## src/rtl/io_reg_seq.sv

```systemverilog
// Sequencer/arbiter sharing one bank of 8-bit I/O registers between two requesters.
// Each transaction reads the old value, optionally strobes the bank once, then acks.
module io_reg_seq #(
  parameter int P_AW = 6,
  parameter bit P_RR = 1'b1
) (
  input  logic            clk,
  input  logic            rst,
  input  logic            rq0_req,
  input  logic [2:0]      rq0_op,
  input  logic [P_AW-1:0] rq0_addr,
  input  logic [7:0]      rq0_wdata,
  output logic            rq0_ack,
  output logic [7:0]      rq0_rdata,
  input  logic            rq1_req,
  input  logic [2:0]      rq1_op,
  input  logic [P_AW-1:0] rq1_addr,
  input  logic [7:0]      rq1_wdata,
  output logic            rq1_ack,
  output logic [7:0]      rq1_rdata,
  output logic            busy,
  output logic [P_AW-1:0] bank_addr,
  output logic [7:0]      bank_wdata,
  output logic            bank_wbe,
  output logic            bank_tog,
  input  logic [7:0]      bank_rdata
);

  localparam logic [2:0] OP_WRITE  = 3'd1;
  localparam logic [2:0] OP_TOGGLE = 3'd2;
  localparam logic [2:0] OP_SETB   = 3'd3;
  localparam logic [2:0] OP_CLRB   = 3'd4;

  typedef enum logic [1:0] {S_IDLE, S_RD, S_WR, S_RESP} state_t;

  state_t     r_state;
  logic       r_gnt;
  logic       r_last;
  logic [2:0] r_op;
  logic [7:0] r_wdata;
  logic [7:0] r_old_q;

  logic       w_gnt;
  logic       w_is_wr;
  logic [7:0] w_mask;

  function automatic logic [7:0] f_wr_data(input logic [2:0] op, input logic [7:0] wdata,
                                           input logic [7:0] old_q, input logic [7:0] mask);
    case (op)
      OP_SETB: f_wr_data = old_q | mask;
      OP_CLRB: f_wr_data = old_q & ~mask;
      default: f_wr_data = wdata;
    endcase
  endfunction

  // Tie goes to the requester that lost last time in round-robin mode, else to rq0.
  always_comb begin
    w_gnt = rq1_req;
    if (rq0_req && rq1_req) w_gnt = P_RR ? ~r_last : 1'b0;
  end

  assign w_is_wr = (r_op == OP_WRITE) || (r_op == OP_TOGGLE) ||
                   (r_op == OP_SETB)  || (r_op == OP_CLRB);
  assign w_mask  = 8'h01 << r_wdata[2:0];

  always_ff @(posedge clk) begin
    if (rst) begin
      r_state    <= S_IDLE;
      r_gnt      <= 1'b0;
      r_last     <= 1'b1;
      busy       <= 1'b0;
      rq0_ack    <= 1'b0;
      rq1_ack    <= 1'b0;
      rq0_rdata  <= 8'h00;
      rq1_rdata  <= 8'h00;
      bank_addr  <= '0;
      bank_wdata <= 8'h00;
      bank_wbe   <= 1'b0;
      bank_tog   <= 1'b0;
    end else begin
      rq0_ack    <= 1'b0;
      rq1_ack    <= 1'b0;
      bank_wbe   <= 1'b0;
      bank_tog   <= 1'b0;
      bank_wdata <= 8'h00;
      case (r_state)
        S_IDLE: begin
          if (rq0_req || rq1_req) begin
            r_gnt     <= w_gnt;
            r_last    <= w_gnt;
            r_op      <= w_gnt ? rq1_op    : rq0_op;
            r_wdata   <= w_gnt ? rq1_wdata : rq0_wdata;
            bank_addr <= w_gnt ? rq1_addr  : rq0_addr;
            busy      <= 1'b1;
            r_state   <= S_RD;
          end
        end
        S_RD: begin
          r_old_q <= bank_rdata;
          if (w_is_wr) begin
            bank_wbe   <= (r_op != OP_TOGGLE);
            bank_tog   <= (r_op == OP_TOGGLE);
            bank_wdata <= f_wr_data(r_op, r_wdata, bank_rdata, w_mask);
            r_state    <= S_WR;
          end else begin
            if (r_gnt) begin
              rq1_ack   <= 1'b1;
              rq1_rdata <= bank_rdata;
            end else begin
              rq0_ack   <= 1'b1;
              rq0_rdata <= bank_rdata;
            end
            r_state <= S_RESP;
          end
        end
        S_WR: begin
          if (r_gnt) begin
            rq1_ack   <= 1'b1;
            rq1_rdata <= r_old_q;
          end else begin
            rq0_ack   <= 1'b1;
            rq0_rdata <= r_old_q;
          end
          r_state <= S_RESP;
        end
        S_RESP: begin
          busy    <= 1'b0;
          r_state <= S_IDLE;
        end
        default: r_state <= S_IDLE;
      endcase
    end
  end

endmodule

```

## config.mk

```make
export PLATFORM = sky130hd
export DESIGN_NAME = io_reg_seq
export DESIGN_NICKNAME = d
export VERILOG_FILES = /design/src/rtl/io_reg_seq.sv
export SDC_FILE = /design/constraint.sdc
export NUM_CORES = 1
export LEC_CHECK = 0
export CAP_MARGIN = 40
export CORE_MARGIN = 2
export CORE_UTILIZATION = 47
export CTS_BUF_LIST = sky130_fd_sc_hd__clkbuf_16
export DETAILED_ROUTE_END_ITERATION = 7
export PLACE_DENSITY = 0.9
export SLEW_MARGIN = 30
export SYNTH_ARGS = -nofsm -noshare
export SYNTH_HDL_FRONTEND = slang
export SYNTH_SLANG_ARGS = --single-unit
```

## constraint.sdc

```tcl
create_clock -name clk -period 2.35 [get_ports clk]
set_clock_uncertainty 0.15 [all_clocks]
set_input_delay 0.3525 -clock clk [delete_from_list [all_inputs] [get_ports clk]]
set_output_delay 0.3525 -clock clk [all_outputs]
set_load 0.1 [all_outputs]
```

==> results.md <==
- Endpoints failing hold: 0
- Mux contribution to synthesized area: 17.4%
- CTS max path bufs: 2
- Setup Buffers After CTS: 0
- Synth Cell Area: 0.00278 mm²
- Worst Path Arrival: 2.01 ns
- Max Cap Viol: 0
- Die width: 80.8 µm
- Reg clk slew, reported paths: 0.05 ns
- Final non-filler cell total: 419
- Ys flop type: dfxtp_1
- Syn Nets: 305
- Hold depth: 2
- PostCTS Resize Cnt: 0
- Critical R2R Capture: rq1_rdata[1]
- Compound-cell area share of the yosys netlist: 12.8%
- Vias in the first global route: 2128
- Slew Limit Fails: 0
- Crit path max fanout: 9
- Layout cells sized above 1: 28.2%
- Kind of critical path: flip-flop to flip-flop
- GRT overflow: 0
- Metal-1 WL: 2.62 mm
- Total routed wirelength: 6.34 mm
- Final setup viols: 0
- Initial Utilization: 49.5%
- # fillers: 445
- Antenna viol nets, final: 0
- Initial DRC Count: 106
- Worst Hold Path EP: busy
- Hold-fix buffers at CTS: 0
- Synth Instances: 255
- Most frequent cells in the layout: 47 x buf_4, 45 x clkdlybuf4s50_1, 39 x dfxtp_1
- Reg2reg start: r_state[0]
- Via count: 2266
- Clk_lat worst skew: 0.32 ns
- Relative slew slack: 61.8%
- Met3 WL: 421 µm
- Max Fclk: 509 MHz
- Synthesis-stage register bit count: 58
- Initial antenna violation count: 0
- Final Critical Period: 1.97 ns
- Req. time, crit path: 2.40 ns
- GPL Wtd Cong: 0.795
- FF-to-FF path depth: 6
- Reg2reg setup slack: 0.38 ns
- Worst Hold Class: flip-flop to flip-flop
- Largest family of logic cells by synthesized area: multiplexers
- Rows: 27
- Worst setup SP type: flip-flop
- Layout area overhead: 38.9%
- Leakage: 1.54 nW
- Synth warn: 0
- First-pass GRT wire length: 9.99 mm
- EDFF count, synth: 19
- Post-synthesis simple-gate area fraction: 15.7%
- Boundary Pins: 81
- Xor/xnor share of the synthesized area: 0%
- Core Area: 0.00561 mm²
- Dpl hpwl: 4.40 mm
- Largest net degree at the start of global routing: 21
- Peak supply drop: 0.952 mV
- CTS tree: yes
- Syn Area/Cell: 10.9 µm²
- Register area share after synthesis: 48.7%
- Die Span Y: 80.8 µm
- Synth Area in Adders: 1.80%
- H-tree levels: 3
- Vias/cell: 5.41
- Fin crit share: 83.6%
- Total track usage: 20.3%
- Placed cells: 403
- Avg WL per Cell: 15.1 µm
- WL met2: 3.22 mm
- DRT Pass-1 Iters: 5
- Status: finished clean
- Antenna cells: 0
- Residual DRC: 0
- RSZ-0062 raised after global routing: no
- Most common cell after layout, fill and taps aside: buf_4
- CP endpoint kind: flip-flop
- Hold Path Origin: busy
- Actual slew at the worst max-slew pin: 0.571 ns
- Root Buffer: clkbuf_16
- Top Layer Used: met4
- Synth cell types: 41
- FFs w/ async S/R, synth: 0%
- Fin nets: 392
- Die ar.: 0.00654 mm²
- Clk sinks: 58
- CTS Buf Count: 9
- IO Port Bufs: 80
- Setup tns final: 0 ns
- Pwr dens: 1370 mW/mm²
## state kept, by name, indices dropped and copies added, names as in the netlist, 2 cells and up
signal and count:
bank_addr 6, bank_wdata 8, r_old_q 8, r_op 3
r_state 2, r_wdata 8, rq0_rdata 8, rq1_rdata 8
## cells by family after synthesis
group,after synthesis
and+or+nand+nor,78
DFF,58
AOI/OAI and AO/OA,49
muxes,44
buffers and inverters,22
adders and majority gates,4
## worst max path at each step
stage / startpoint / end / slack, ns
after CTS: r_state[0] / r_wdata[2] / 0.32
after global routing: r_state[0] / rq1_rdata[1] / 0.27
final: r_state[0] / rq1_rdata[1] / 0.38
after detailed placement: rq1_req / r_wdata[2] / 0.13
after global placement: rq1_req / r_wdata[5] / 0.21
after floorplan: r_state[1] / bank_wdata[0] / 0.38
## stage by stage
step	area [µm²]	power, mW	util [%]	worst slack, ns	hold slack [ns]
floorplan	2780	3.59	-	0.383	0.301
global placement	3600	4.12	64.1	0.208	0.323
detailed placement	3600	4.17	64.1	0.129	0.335
CTS	3850	5.29	68.7	0.317	0.348
global route	3850	5.48	68.7	0.274	0.360
finish	3850	5.26	68.7	0.384	0.344
## critical path, stage by stage (launching register included)
cell and delay [ns]:
dfxtp_1 0.34, inv_1 0.12, ha_1 0.21, buf_4 0.22, nor2_1 0.09, o211ai_4 0.33, mux2_2 0.39
## metal layers
metal,vias to the layer above,GRT usage [%]
li1,1103,-
met1,1050,23.4
met2,102,35.6
met3,11,5.89
met4,0,7.46
met5,-,0
## layout make-up
type | count | area [µm²] | share of cell area, %
Sequential cell | 58 | 1350 | 35.1
Multi-Input combinational cell | 175 | 1330 | 34.5
Timing Repair Buffer | 92 | 803 | 20.8
Clock buffer | 9 | 225 | 5.84
Tap cell | 72 | 90.1 | 2.34
Clock inverter | 7 | 30.0 | 0.779
Inverter | 6 | 22.5 | 0.584
## cells in the mapped netlist (5+ instances only)
cell type | count | share of area [%]
dfxtp_1 | 39 | 28
mux2_2 | 27 | 11
nor2_1 | 26 | 3.5
edfxtp_1 | 19 | 21
nor2b_1 | 19 | 4.3
mux2i_1 | 15 | 5.4
a21oi_1 | 12 | 2.2
nand2_1 | 9 | 1.2
clkbuf_1 | 8 | 1.1
buf_2 | 7 | 1.3
nand3_1 | 7 | 1.3
a211oi_1 | 6 | 1.6
inv_1 | 6 | 0.81
a31oi_1 | 5 | 1.1
o21a_1 | 5 | 1.4
## report_power, final
part           internal [mW]  total, mW  switching (mW)
Clock                  0.687       1.09           0.398
Sequential              1.31       1.47           0.157
Combinational          0.795       2.70            1.91
Note: power is estimated with default switching activity, not from simulation.
==> patch 1: new RTL, same flow settings <==
Encoding of `state_t`: now one-hot (4 bits for 4 states).
--- a/src/rtl/io_reg_seq.sv
+++ b/src/rtl/io_reg_seq.sv
@@ -31,7 +31,7 @@
   localparam logic [2:0] OP_SETB   = 3'd3;
   localparam logic [2:0] OP_CLRB   = 3'd4;
 
-  typedef enum logic [1:0] {S_IDLE, S_RD, S_WR, S_RESP} state_t;
+  typedef enum logic [3:0] {S_IDLE = 4'b0001, S_RD = 4'b0010, S_WR = 4'b0100, S_RESP = 4'b1000} state_t;
 
   state_t     r_state;
   logic       r_gnt;
Check against the original RTL: same outputs for any inputs over 10 cycles, from zero or initial values and one cycle with rst high; not proved beyond that.
==> patch 1 against the unedited design <==
First-iteration DRC count increased by 22%. Area after synthesis decreased by 5.0%. Setup slack improved by 0.018 ns. Global-route usage decreased by 1.1 points. Wire length decreased by 11%. Core utilization decreased by 0.22 points. Synthesized cell count decreased by 8.6%. Sequential cell count increased by 2. Via count decreased by 11%. Cell area decreased by 2.7%. Largest cell class unchanged.
Power is not compared: it rests on default switching activity, and its combinational part moved more than twofold at a synthesized area within 25%.
==> patch 1: results <==
[global_routing]
grt_start_max_net_pins = 23
grt_antenna_before_repair = 0
first_pass_grt_wire_length_mm = 9.20
grt_pass1_vias = 1975
global_route.usage.total = 0.192

[drt]
route.detailed.wl_per_inst_um = 14.2
vias_per_cell = 5.09
dr.first_iter.drc_count = 129
dr.pass1.iters = 4

[placed_design]
io_buffer_count = 80
dpl.hpwl_mm = 4.02
gp_routability_congestion = 0.787

[synthesis]
synth.yosys.warnings = 0
synth.top_cells.by_count = sky130_fd_sc_hd__dfxtp_1 (41), sky130_fd_sc_hd__mux2i_1 (30), sky130_fd_sc_hd__nor2_1 (23), sky130_fd_sc_hd__edfxtp_1 (19), sky130_fd_sc_hd__nand2b_1 (18)
synth.distinct_cells = 40
synthesis.nets = 279
ys_seq_area_frac = 0.528
synthTopCellsByArea = sky130_fd_sc_hd__dfxtp_1 (31%), sky130_fd_sc_hd__edfxtp_1 (22%), sky130_fd_sc_hd__mux2i_1 (11%), sky130_fd_sc_hd__mux2_2 (4.7%), sky130_fd_sc_hd__nand2b_1 (4.3%)
synth_edf_count = 19

[sta]
slew_headroom = 0.659

[cells_and_area]
antennaDiodeCount = 0
post_route_cells_drive_above_1_share = 0.235
finish.net_count = 365

[clock_tree]
post-cts-setup-buffers = 0
cts_max_path_buffers = 2
clk_lat_worst_skew_ns = 0.32
cts_buffers = 9
cell_at_the_root_of_the_clock_tree = sky130_fd_sc_hd__clkbuf_16
ctsHtreeMaxLevel = 3
clk_transition_reported_paths_ns = 0.05
quantity_of_gates_resized_following_cts = 0

[power]
vdd_drop_max_uv = 416

[critical_path]
critical-path-slowest-cell = sky130_fd_sc_hd__dfxtp_1
critPathTopFamily = simple AND/OR/NAND/NOR gates
cp_slowest_stage_delay_ns = 0.47

[run_status]
run_status = complete, no violations
patch 1: through the flow:
stage	instances	total power (uW)	area, um^2	setup WS [ns]
2_1_floorplan	233	1580	2640	0.361
3_3_place_gp	380	1730	3420	0.335
3_5_place_dp	380	1750	3420	0.306
4_1_cts	396	3150	3750	0.408
5_1_grt	396	3240	3750	0.270
6_report	396	3130	3750	0.402
patch 1: power breakdown:
group / internal (uW) / switching, uW
Combinational: 203 / 346
Clock: 977 / 420
Sequential: 1140 / 48.0
patch 1: final cells by class:
cell class	count	area, um^2
Inverter	4	15.0
Clock inverter	6	76.3
Timing Repair Buffer	88	773
Multi-Input combinational cell	156	1150
Tap cell	72	90.1
Fill cell	414	1720
Clock buffer	10	250
Sequential cell	60	1390
patch 1: tightest hold or removal path, cell delays in order, from the launching register on:
cell                       delay [ns]
sky130_fd_sc_hd__dfxtp_1         0.31
sky130_fd_sc_hd__nand2b_1        0.06
sky130_fd_sc_hd__mux2i_1         0.06
patch 1: cells by family after synthesis:
logic type             after synthesis  share of synthesized area
multiplexers                        41                      0.161
AO/OA/AOI/OAI                       38                     0.0987
AND/OR/NAND/NOR                     77                      0.176
buffers and inverters               17                     0.0365
flip-flops                          60                      0.528
patch 1: path summary, 6_finish.rpt:
check / slack, ns / endpoint / from / depth (start not counted)
worst max-delay path: 0.40 / bank_wdata[3] / r_state[1] / 4
worst min register to register: 0.33 / rq0_rdata[4] / rq0_rdata[4] / 2
worst max register to register: 0.40 / bank_wdata[3] / r_state[1] / 4
worst min-delay path: 0.33 / rq0_rdata[4] / rq0_rdata[4] / 2
patch 1: per-layer routing:
layer  track usage  part of all wire  routed length [um]
met1         0.235              0.44                2490
met2         0.315              0.49                2750
met3        0.0557             0.057                 319
met4        0.0862             0.015                  82
met5             0                 0                   0
==> patch 2: new RTL, same settings <==
Without the edit above. Set the parameter `P_AW` to 7 (it was 6).
--- a/src/rtl/io_reg_seq.sv
+++ b/src/rtl/io_reg_seq.sv
@@ -1,7 +1,7 @@
 // Sequencer/arbiter sharing one bank of 8-bit I/O registers between two requesters.
 // Each transaction reads the old value, optionally strobes the bank once, then acks.
 module io_reg_seq #(
-  parameter int P_AW = 6,
+  parameter int P_AW = 7,
   parameter bit P_RR = 1'b1
 ) (
   input  logic            clk,
Ports: changed (resized bank_addr, rq0_addr and rq1_addr); port bits go from 81 to 84. The function was not compared with the original's and may differ.
==> patch 2 against the unedited design <==
Power fell by 0.57%. Non-clock buffer count rose by 2. Critical path depth rose by 1. Combinational power fell by 1%. Wire length fell by 10%. Fmax fell by 3.0%. Cell area fell by 5.1%. Area after synthesis fell by 8.4%. Sequential cell count rose by 1. Setup slack got worse by 0.061 ns. Via count fell by 7.9%. Largest power group unchanged. Highest routed layer unchanged.
==> patch 2: results <==
[synthesis]
synth.distinct_cells = 34
synth.top_cells.by_count = sky130_fd_sc_hd__dfxtp_1 (40), sky130_fd_sc_hd__nor2_1 (38), sky130_fd_sc_hd__a211oi_1 (26), sky130_fd_sc_hd__edfxtp_1 (19), sky130_fd_sc_hd__mux2i_1 (19)
ys_seq_area_frac = 0.540
synthesis.nets = 281
synth_compound_area_frac = 0.177
synth_edf_count = 19
yosys.area_share.adder = 0.0197
muxShareOfSynthArea = 0.124
synthTopCellsByArea = sky130_fd_sc_hd__dfxtp_1 (32%), sky130_fd_sc_hd__edfxtp_1 (22%), sky130_fd_sc_hd__a211oi_1 (7.7%), sky130_fd_sc_hd__mux2i_1 (7.5%), sky130_fd_sc_hd__nor2_1 (5.6%)

[cells_and_area]
post_route_cells_drive_above_1_share = 0.235
finish.net_count = 374

[global_routing]
first_pass_grt_wire_length_mm = 9.50
grt_pass1_vias = 2021
global_route.usage.total = 0.204
grt_antenna_before_repair = 0
grt_start_max_net_pins = 31

[run_status]
run_status = complete, no violations

[sta]
slew_violations = 0
tightest_slew_ns = 0.430

[drt]
vias_per_cell = 5.26
met2WireLength_mm = 2.84
detail_route.wirelength_mm = 5.70
detail_route.wirelength.met1_mm = 2.34
dr.first_iter.drc_count = 134
met3_wirelength_um = 396
dr.pass1.iters = 4

[power]
vdd_drop_max_uv = 893
clockPowerShare = 0.207
p_int_uw = 2790
sequentialPower_uw = 1490
leakage_power_figure_uw = 0.00143

[clock_tree]
cts_buffers = 9
ctsHtreeMaxLevel = 3
cts_max_path_buffers = 2
clk_lat_worst_skew_ns = 0.32

[placed_design]
gp_routability_congestion = 0.826
io_buffer_count = 83
dpl.hpwl_mm = 4.16
detailed_place.area_um2 = 3400
dp_worst_setup_slack_ns = 0.154

[floorplan]
fp-row-count = 26

[min_path]
holdCritPathClass = flop to flop

[critical_path]
worst_ep_arrival_time_ns = 2.11
path_max_fanout = 16
==> patch 2: path summary, 6_finish.rpt <==
path | cells after the start | slack (ns) | to | from
min reg2reg | 2 | 0.33 | rq1_ack | r_gnt
max reg2reg | 7 | 0.32 | rq1_rdata[5] | r_state[1]
max | 7 | 0.32 | rq1_rdata[5] | r_state[1]
min | 2 | 0.33 | rq1_ack | r_gnt
==> patch 2: per-stage QoR <==
stage	cells	power, uW
6_report	397	5230
5_1_grt	397	5510
4_1_cts	396	5260
3_5_place_dp	380	4150
3_3_place_gp	380	4100
2_1_floorplan	229	3580
==> patch 2: cell type report <==
type                       instances  area, um^2
clock inverter                     7        28.8
clock buffer                       9         225
tap                               70        87.6
sequential                        59        1370
timing repair buffer              94         833
inverter                           4        15.0
multi-input combinational        154        1090
fill                             373        1520
==> patch 2: critical path, cell delays in order (launching register included) <==
cell,delay [ns]
sky130_fd_sc_hd__dfxtp_1,0.37
sky130_fd_sc_hd__inv_1,0.09
sky130_fd_sc_hd__ha_1,0.29
sky130_fd_sc_hd__o21ba_2,0.25
sky130_fd_sc_hd__a311oi_4,0.24
sky130_fd_sc_hd__buf_4,0.25
sky130_fd_sc_hd__nor2_1,0.07
sky130_fd_sc_hd__a211oi_1,0.21
==> patch 2: routing by layer <==
| layer | global-route usage | up-vias |
|---|---|---|
| met5 | 0 | - |
| met4 | 0.111 | 0 |
| met3 | 0.0488 | 12 |
| met2 | 0.341 | 94 |
| met1 | 0.241 | 946 |
| li1 | - | 1035 |
==> patch 2: logic make-up (layout without fill, tap and decap cells) <==
family                     count (synthesis)  in the layout
DFF                                       59             59
muxes                                     30             30
AOI/OAI and AO/OA                         62             62
adders and majority gates                  4              4
and+or+nand+nor                           58             58
buffers and inverters                     16            114
